<file path="config.mk">
export PLATFORM = sky130hd
export DESIGN_NAME = ps2_scan_rx
export DESIGN_NICKNAME = d
export VERILOG_FILES = /design/src/rtl/ps2_scan_rx.sv
export SDC_FILE = /design/constraint.sdc
export NUM_CORES = 1
export LEC_CHECK = 0
export CORE_MARGIN = 4
export CORE_UTILIZATION = 45
export DETAILED_ROUTE_END_ITERATION = 6
export SLEW_MARGIN = 20
export SYNTH_ARGS = -nofsm -noshare
export SYNTH_HDL_FRONTEND = slang
export SYNTH_SLANG_ARGS = --single-unit
export TNS_END_PERCENT = 50
</file>
<file path="constraint.sdc">
create_clock -name mclk -period 3.6 [get_ports mclk]
set_input_delay 0.72 -clock mclk [delete_from_list [all_inputs] [get_ports mclk]]
set_output_delay 0.72 -clock mclk [all_outputs]
set_load 0.01 [all_outputs]
</file>
<file path="src/rtl/ps2_scan_rx.sv">
// ps2_scan_rx: PS/2 device-to-host receiver with clock deglitch, frame check and DAV handshake
module ps2_scan_rx #(
  parameter logic [7:0]  FILTER_LEN = 8'd8,
  parameter logic [15:0] TIMEOUT    = 16'd25000
) (
  input  logic       mclk,
  input  logic       reset_in,
  input  logic       ps2_clk,
  input  logic       ps2_data,
  input  logic       do_read,
  output logic [7:0] scan_code,
  output logic       scan_dav,
  output logic       scan_err
);
  typedef enum logic [1:0] {IDLE, DATA, PARITY, STOP} state_t;
  state_t      state_q, state_d;
  logic [1:0]  clk_sync_q, data_sync_q;
  logic        clk_f_q, clk_f_d, clk_fd_q;
  logic [7:0]  flt_q, flt_d;
  logic [2:0]  bitcnt_q, bitcnt_d;
  logic [7:0]  shift_q, shift_d;
  logic        par_q, par_d;
  logic [15:0] to_q, to_d;
  logic [7:0]  code_q, code_d;
  logic        dav_q, dav_d, err_q, err_d;
  logic        clk_s, data_s, fall, valid;
  assign clk_s     = clk_sync_q[1];
  assign data_s    = data_sync_q[1];
  assign fall      = clk_fd_q & ~clk_f_q;
  assign scan_code = code_q;
  assign scan_dav  = dav_q;
  assign scan_err  = err_q;
  always_comb begin
    flt_d   = 8'd0;
    clk_f_d = clk_f_q;
    if (clk_s != clk_f_q) begin
      if (flt_q + 8'd1 == FILTER_LEN) clk_f_d = clk_s;
      else flt_d = flt_q + 8'd1;
    end
  end
  always_comb begin
    state_d  = state_q;
    bitcnt_d = bitcnt_q;
    shift_d  = shift_q;
    par_d    = par_q;
    code_d   = code_q;
    dav_d    = dav_q & ~do_read;
    err_d    = 1'b0;
    to_d     = (state_q == IDLE) ? 16'd0 : to_q + 16'd1;
    valid    = data_s & (^shift_q ^ par_q);
    if (fall) begin
      to_d = 16'd0;
      case (state_q)
        IDLE: if (!data_s) begin
          state_d  = DATA;
          bitcnt_d = 3'd0;
        end
        DATA: begin
          shift_d  = {data_s, shift_q[7:1]};
          bitcnt_d = bitcnt_q + 3'd1;
          if (bitcnt_q == 3'd7) state_d = PARITY;
        end
        PARITY: begin
          par_d   = data_s;
          state_d = STOP;
        end
        STOP: begin
          state_d = IDLE;
          if (valid && (!dav_q || do_read)) begin
            code_d = shift_q;
            dav_d  = 1'b1;
          end else err_d = 1'b1;
        end
      endcase
    end else if (state_q != IDLE && to_q + 16'd1 == TIMEOUT) begin
      // a fall in the same cycle wins, so the timeout sits in the else branch
      state_d = IDLE;
      to_d    = 16'd0;
      err_d   = 1'b1;
    end
  end
  always_ff @(posedge mclk or posedge reset_in) begin
    if (reset_in) begin
      clk_sync_q  <= 2'b11;
      data_sync_q <= 2'b11;
      clk_f_q     <= 1'b1;
      clk_fd_q    <= 1'b1;
      flt_q       <= 8'd0;
      state_q     <= IDLE;
      bitcnt_q    <= 3'd0;
      shift_q     <= 8'd0;
      par_q       <= 1'b0;
      to_q        <= 16'd0;
      code_q      <= 8'd0;
      dav_q       <= 1'b0;
      err_q       <= 1'b0;
    end else begin
      clk_sync_q  <= {clk_sync_q[0], ps2_clk};
      data_sync_q <= {data_sync_q[0], ps2_data};
      clk_f_q     <= clk_f_d;
      clk_fd_q    <= clk_f_q;
      flt_q       <= flt_d;
      state_q     <= state_d;
      bitcnt_q    <= bitcnt_d;
      shift_q     <= shift_d;
      par_q       <= par_d;
      to_q        <= to_d;
      code_q      <= code_d;
      dav_q       <= dav_d;
      err_q       <= err_d;
    end
  end
endmodule
</file>
== After elaboration in Yosys (flattened, before gate mapping) ==
Cells that the tools add are included.
W data, S select, Z words.

* Bits in registers: 54
* Bits of input ports: 5
* Output and inout bits: 10
* Logic and storage cells: 66

* Add/subtract/negate cells: 3
* Eq/ne operators: 10
* Muxes and demuxes: 19
* Bitwise gates (word level): 6
* Reduce and logical (&&, ||, !) cells: 15

{| class="wikitable"
|+ Operator list
! cell !! number
|-
| $mux W16 || 3
|-
| $add A16 B1 Y16 const B || 1
|-
| $eq A16 B15 Y1 const B || 1
|-
| $mux W8 || 2
|-
| $reduce_and A3 Y1 || 3
|-
| $add A8 B1 Y8 const B || 1
|-
| $eq A8 B4 Y1 const B || 1
|-
| $mux W2 || 4
|-
| $pmux W2 S4 || 1
|-
| $reduce_xor A8 Y1 || 1
|-
| $mux W1 || 7
|-
| $ne A3 B3 Y1 const B || 2
|-
| $pmux W3 S2 || 1
|-
| $reduce_and A2 Y1 || 3
|-
| $reduce_bool A2 Y1 || 3
|-
| $eq A2 B2 Y1 const B || 2
|-
| $add A3 B1 Y3 const B || 1
|-
| $and A1 B1 Y1 || 3
|-
| $eq A3 B3 Y1 const B || 1
|-
| $mux W3 || 1
|-
| $eq A2 B1 Y1 const B || 1
|-
| $logic_and A1 B1 Y1 || 2
|-
| $logic_not A2 Y1 || 1
|-
| $ne A2 B2 Y1 const B || 1
|-
| 5 further kinds || 6
|}

== Logic depth before layout (Yosys ltp) ==
* Depth in word-level cells: 7
* Gate-level depth with buffers: 8

== Worst setup path before layout ==
OpenSTA, ideal clock, no wires.

* Kind: reg-to-reg
* From: register to_q[0]
* To: register to_q[5]
* Arrival time: 1.932 ns
* Data required time: 3.459 ns
* Setup slack: 1.527 ns
* Stages on the path, launching flop included: 9
* Path buffers: 2
* Period minus slack after synthesis: 2.073 ns
* Cells stage by stage: dfrtp_1 -> ha_1 -> clkbuf_1 -> nand2_1 -> o31a_1 -> o31a_1 -> a211oi_1 -> buf_6 -> a211oi_1

* Longest elaborated chain between the ends: 5
* Elaborated cells between the ends (all ways): 6

{| class="wikitable"
|+ RTL lines
! element !! line !! source
|-
| start, declared || 23 || <nowiki>logic [15:0] to_q, to_d;</nowiki>
|-
| start signal, assigned || 107 || <nowiki>to_q <= to_d;</nowiki>
|-
| $add A16 B1 Y16 * || 49, 75 ||
|-
| $eq A16 B15 Y1 || 75 || <nowiki>end else if (state_q != IDLE && to_q + 16'd1 == TIMEOUT) begin</nowiki>
|-
| $logic_and A1 B1 Y1 || 75 ||
|-
| $mux W16 * || 75 ||
|-
| $mux W16 * || 51 || <nowiki>if (fall) begin</nowiki>
|-
| via to_d[5] || 23 ||
|}

Mark *: on every way through the listed nets, which the timed path passes. The rest lies on a longest branch.
A chain may end at the register's enable or synchronous reset.

== Worst setup path after layout ==
* From: register to_q[0]
* To: register to_q[14]

Same word-level chain as after synthesis.

==> summary.txt <==
Worst slew pin tran - 878 ps
Storage cell area - 0.00136 mm^2
Clk buf depth - 2
Post-Route WL - 4800 um
Setup bufs post-CTS - 0
Area delta synth->final - 11.2%
Avg Vias per Cell - 5.47
FF+latch count, synth - 54
Cell variety after synth - 46
Gpl congestion - 0.774
Int Power - 0.760 mW
H-Tree Depth - 2
Startpoint Class - flop
Dpl hpwl - 3270 um
Placed cells - 326
DRC violations left - 0
Fin. Hold Viols - 0
NumNets Final - 275
Initial Util - 47.7%
CP Launch Point - to_q[0]
Worst reg2reg path endpoint - to_q[14]
All-Layer GR Usage - 14.3%
Clk sink count - 54
Setup crit end kind - flop
Num CTS Buffers - 5
Count of cells resized by post-cts repair - 0
Largest net degree at the start of global routing - 52
Antenna violations before repair - 0
Top_reg_cell synth - dfrtp_1
Clock skew - 13.1 ps
IO buf count - 14
I/O pins - 15
Synth Cell Area - 0.00269 mm^2
ANT nets after route - 0
Synth warn - 0
Flop pwr share - 63.5%
Slew Limit Fails - 0
Kind of critical path - reg -> reg
First drt pass iteration count - 4
# setup viols final - 0
Switching Share - 21.8%
Fin crit share - 66.9%
Sum Neg Setup Slack - 0 ps
DR WL/cell - 14.4 um
Post-synth EDFFs - 0
Hold path depth - 0
Peak Freq - 415 MHz
Post-synthesis sequential area ratio - 50.4%
Grt ovf - 0
Area contributors post-synth - dfrtp_1 45%, mux2_2 7.9%, dfstp_2 5.9%
Clock root cell - clkbuf_8
Switch Pwr - 0.212 mW
Async set-reset flop share out of synthesis - 100%
Status - completed
Hold Crit Endpoint - data_sync_q[1]
Path depth of the worst reg2reg path - 6
CTS tree - done
Inserted Diodes - 0
Maximum vdd drop - 0.200 mV
Met1 usage - 21.5%
Vias in the first global route - 1712
Max Cap Viol - 0
Mapped Cells - 243
Clk_lat worst skew - 300 ps
Gr busiest metal - met1
CTS Hold Bufs - 0
Leak - 1.30 nW
Post-Layout Cell Count - 334
Die area - 0.00729 mm^2
Net Count, Synth - 257
Fillcell total - 524
Hold_sp - data_sync_q[0]
Syn avg cell area - 11.1 um^2
Comb pwr share - 2.7%
Register-to-register setup slack - 1190 ps
Yosys top cell by area - dfrtp_1
Clock power frac - 33.8%
Multi-input logic area - 0.00127 mm^2
Critical Path RT - 3760 ps
Worst Hold Class - reg -> reg
Layout cells sized above 1 - 15.3%
RSZ-0062 raised after global routing - no
FP Rows - 27
Pwr Density - 325 mW/mm^2
DR iter-0 viols - 131
Die H - 85.4 um
GR Util met2 - 20.8%
Die X - 85.4 um
Crit Path Max Fanout - 10
CP arrival - 2570 ps
First-pass GRT wire length - 8440 um
CTS clock-pin slew for the worst setup and hold paths - 100 ps
Met3 usage in global routing - 3.20%
Max-slew headroom - 41.4%
Min Tclk post-route - 2410 ps
Yosys top cell area share - 44.6%
Via Count - 1828
Core outline area - 0.00564 mm^2
Reg2Reg Launch Point - to_q[0]
## power by group through the flow
stage,Combinational [mW],Clock (mW),Sequential [mW]
after floorplan,0.0172,0,0.628
after global placement,0.0276,0,0.629
after detailed placement,0.0278,0,0.629
after CTS,0.0278,0.343,0.618
after global routing,0.0321,0.371,0.619
final,0.0266,0.328,0.618
## cell usage in the layout, fill, tap and decap left out, types with 2 or more instances in the layout
cell type        count
dfstp_2              6
nor4_1               6
dfrtp_1             48
nand3_1             10
a21oi_1             12
clkbuf_1             2
xor2_1              12
xnor2_1             10
clkbuf_8             5
a32o_1               2
nand4b_1             2
o31a_1               2
ha_1                 9
buf_4                2
inv_1                8
clkdlybuf4s50_1     14
and2_1               2
nor2_1              17
nor2b_1              3
mux2_2              19
nor3_1               4
nand4_1              2
or3_1                6
nand2b_1             3
a211oi_1             5
o21ai_0             10
nand2_1             19
## cells by family after synthesis
logic type	Yosys count	synth area share, %
simple gates	84	17.4
flops	54	50.4
compound gates	39	9.38
xor+xnor	23	7.99
mux	20	8.31
buf+inv	14	2.32
fa+ha+maj	9	4.18
## sequential cells by signal, indices dropped and copies added, names as in the netlist
signal,count
scan_err,1
to_q,16
scan_code,8
bitcnt_q,3
state_q,2
flt_q,8
scan_dav,1
data_sync_q,2
clk_f_q,1
shift_q,8
par_q,1
clk_fd_q,1
clk_sync_q,2
## cells in the mapped netlist (all sizes together), types with 5 or more instances
master / instances
nor3: 6
dfrtp: 48
mux2: 19
xnor2: 10
or3: 6
nand3: 10
nand2: 20
xor2: 12
a21oi: 12
inv: 9
o21ai: 10
ha: 9
nor2: 17
nor4: 7
a211oi: 5
dfstp: 6
## worst max-delay path, cell delays in order, from the launching register on
cell     delay [ps]
dfrtp_1         510
ha_1            460
xor2_1          150
nor4b_1         340
nand3_1         160
nor3_2          490
a21oi_1         150
## metrics by stage
stage / hold WS (ps) / worst slack (ps) / power [mW] / util [%] / instance area [um^2]
floorplan: 345 / 1530 / 0.645 / - / 2690
global placement: 346 / 1330 / 0.657 / 51.6 / 2910
detailed placement: 348 / 1230 / 0.657 / 51.6 / 2910
CTS: 360 / 1210 / 0.989 / 53.1 / 2990
global route: 366 / 891 / 1.02 / 53.1 / 3000
finish: 351 / 1190 / 0.972 / 53.1 / 3000
## per-layer routing
layer | wire, um | vias to the layer above
met4 | 44 | 0
met5 | 0 | -
met3 | 162 | 4
li1 | - | 908
met1 | 2480 | 886
met2 | 2110 | 30
## worst max-delay path by stage
stage                    to  slack (ps)  cells after the start
2_1_floorplan       to_q[5]        1530                      8
3_3_place_gp   scan_code[5]        1330                      5
3_5_place_dp        to_q[8]        1230                      6
4_1_cts            to_q[14]        1210                      6
5_1_grt            to_q[14]         890                      6
6_report           to_q[14]        1190                      6
## cell type report
| cell class | count | share of cell area, % |
|---|---|---|
| flip-flops and latches | 54 | 45.4 |
| multi-input cells | 175 | 42.5 |
| repair buffers | 16 | 5.18 |
| well taps | 72 | 3.01 |
| clock buffers | 7 | 2.55 |
| inverters | 9 | 1.17 |
| clock inverters | 1 | 0.251 |
Note: power is estimated with default switching activity, not from simulation.
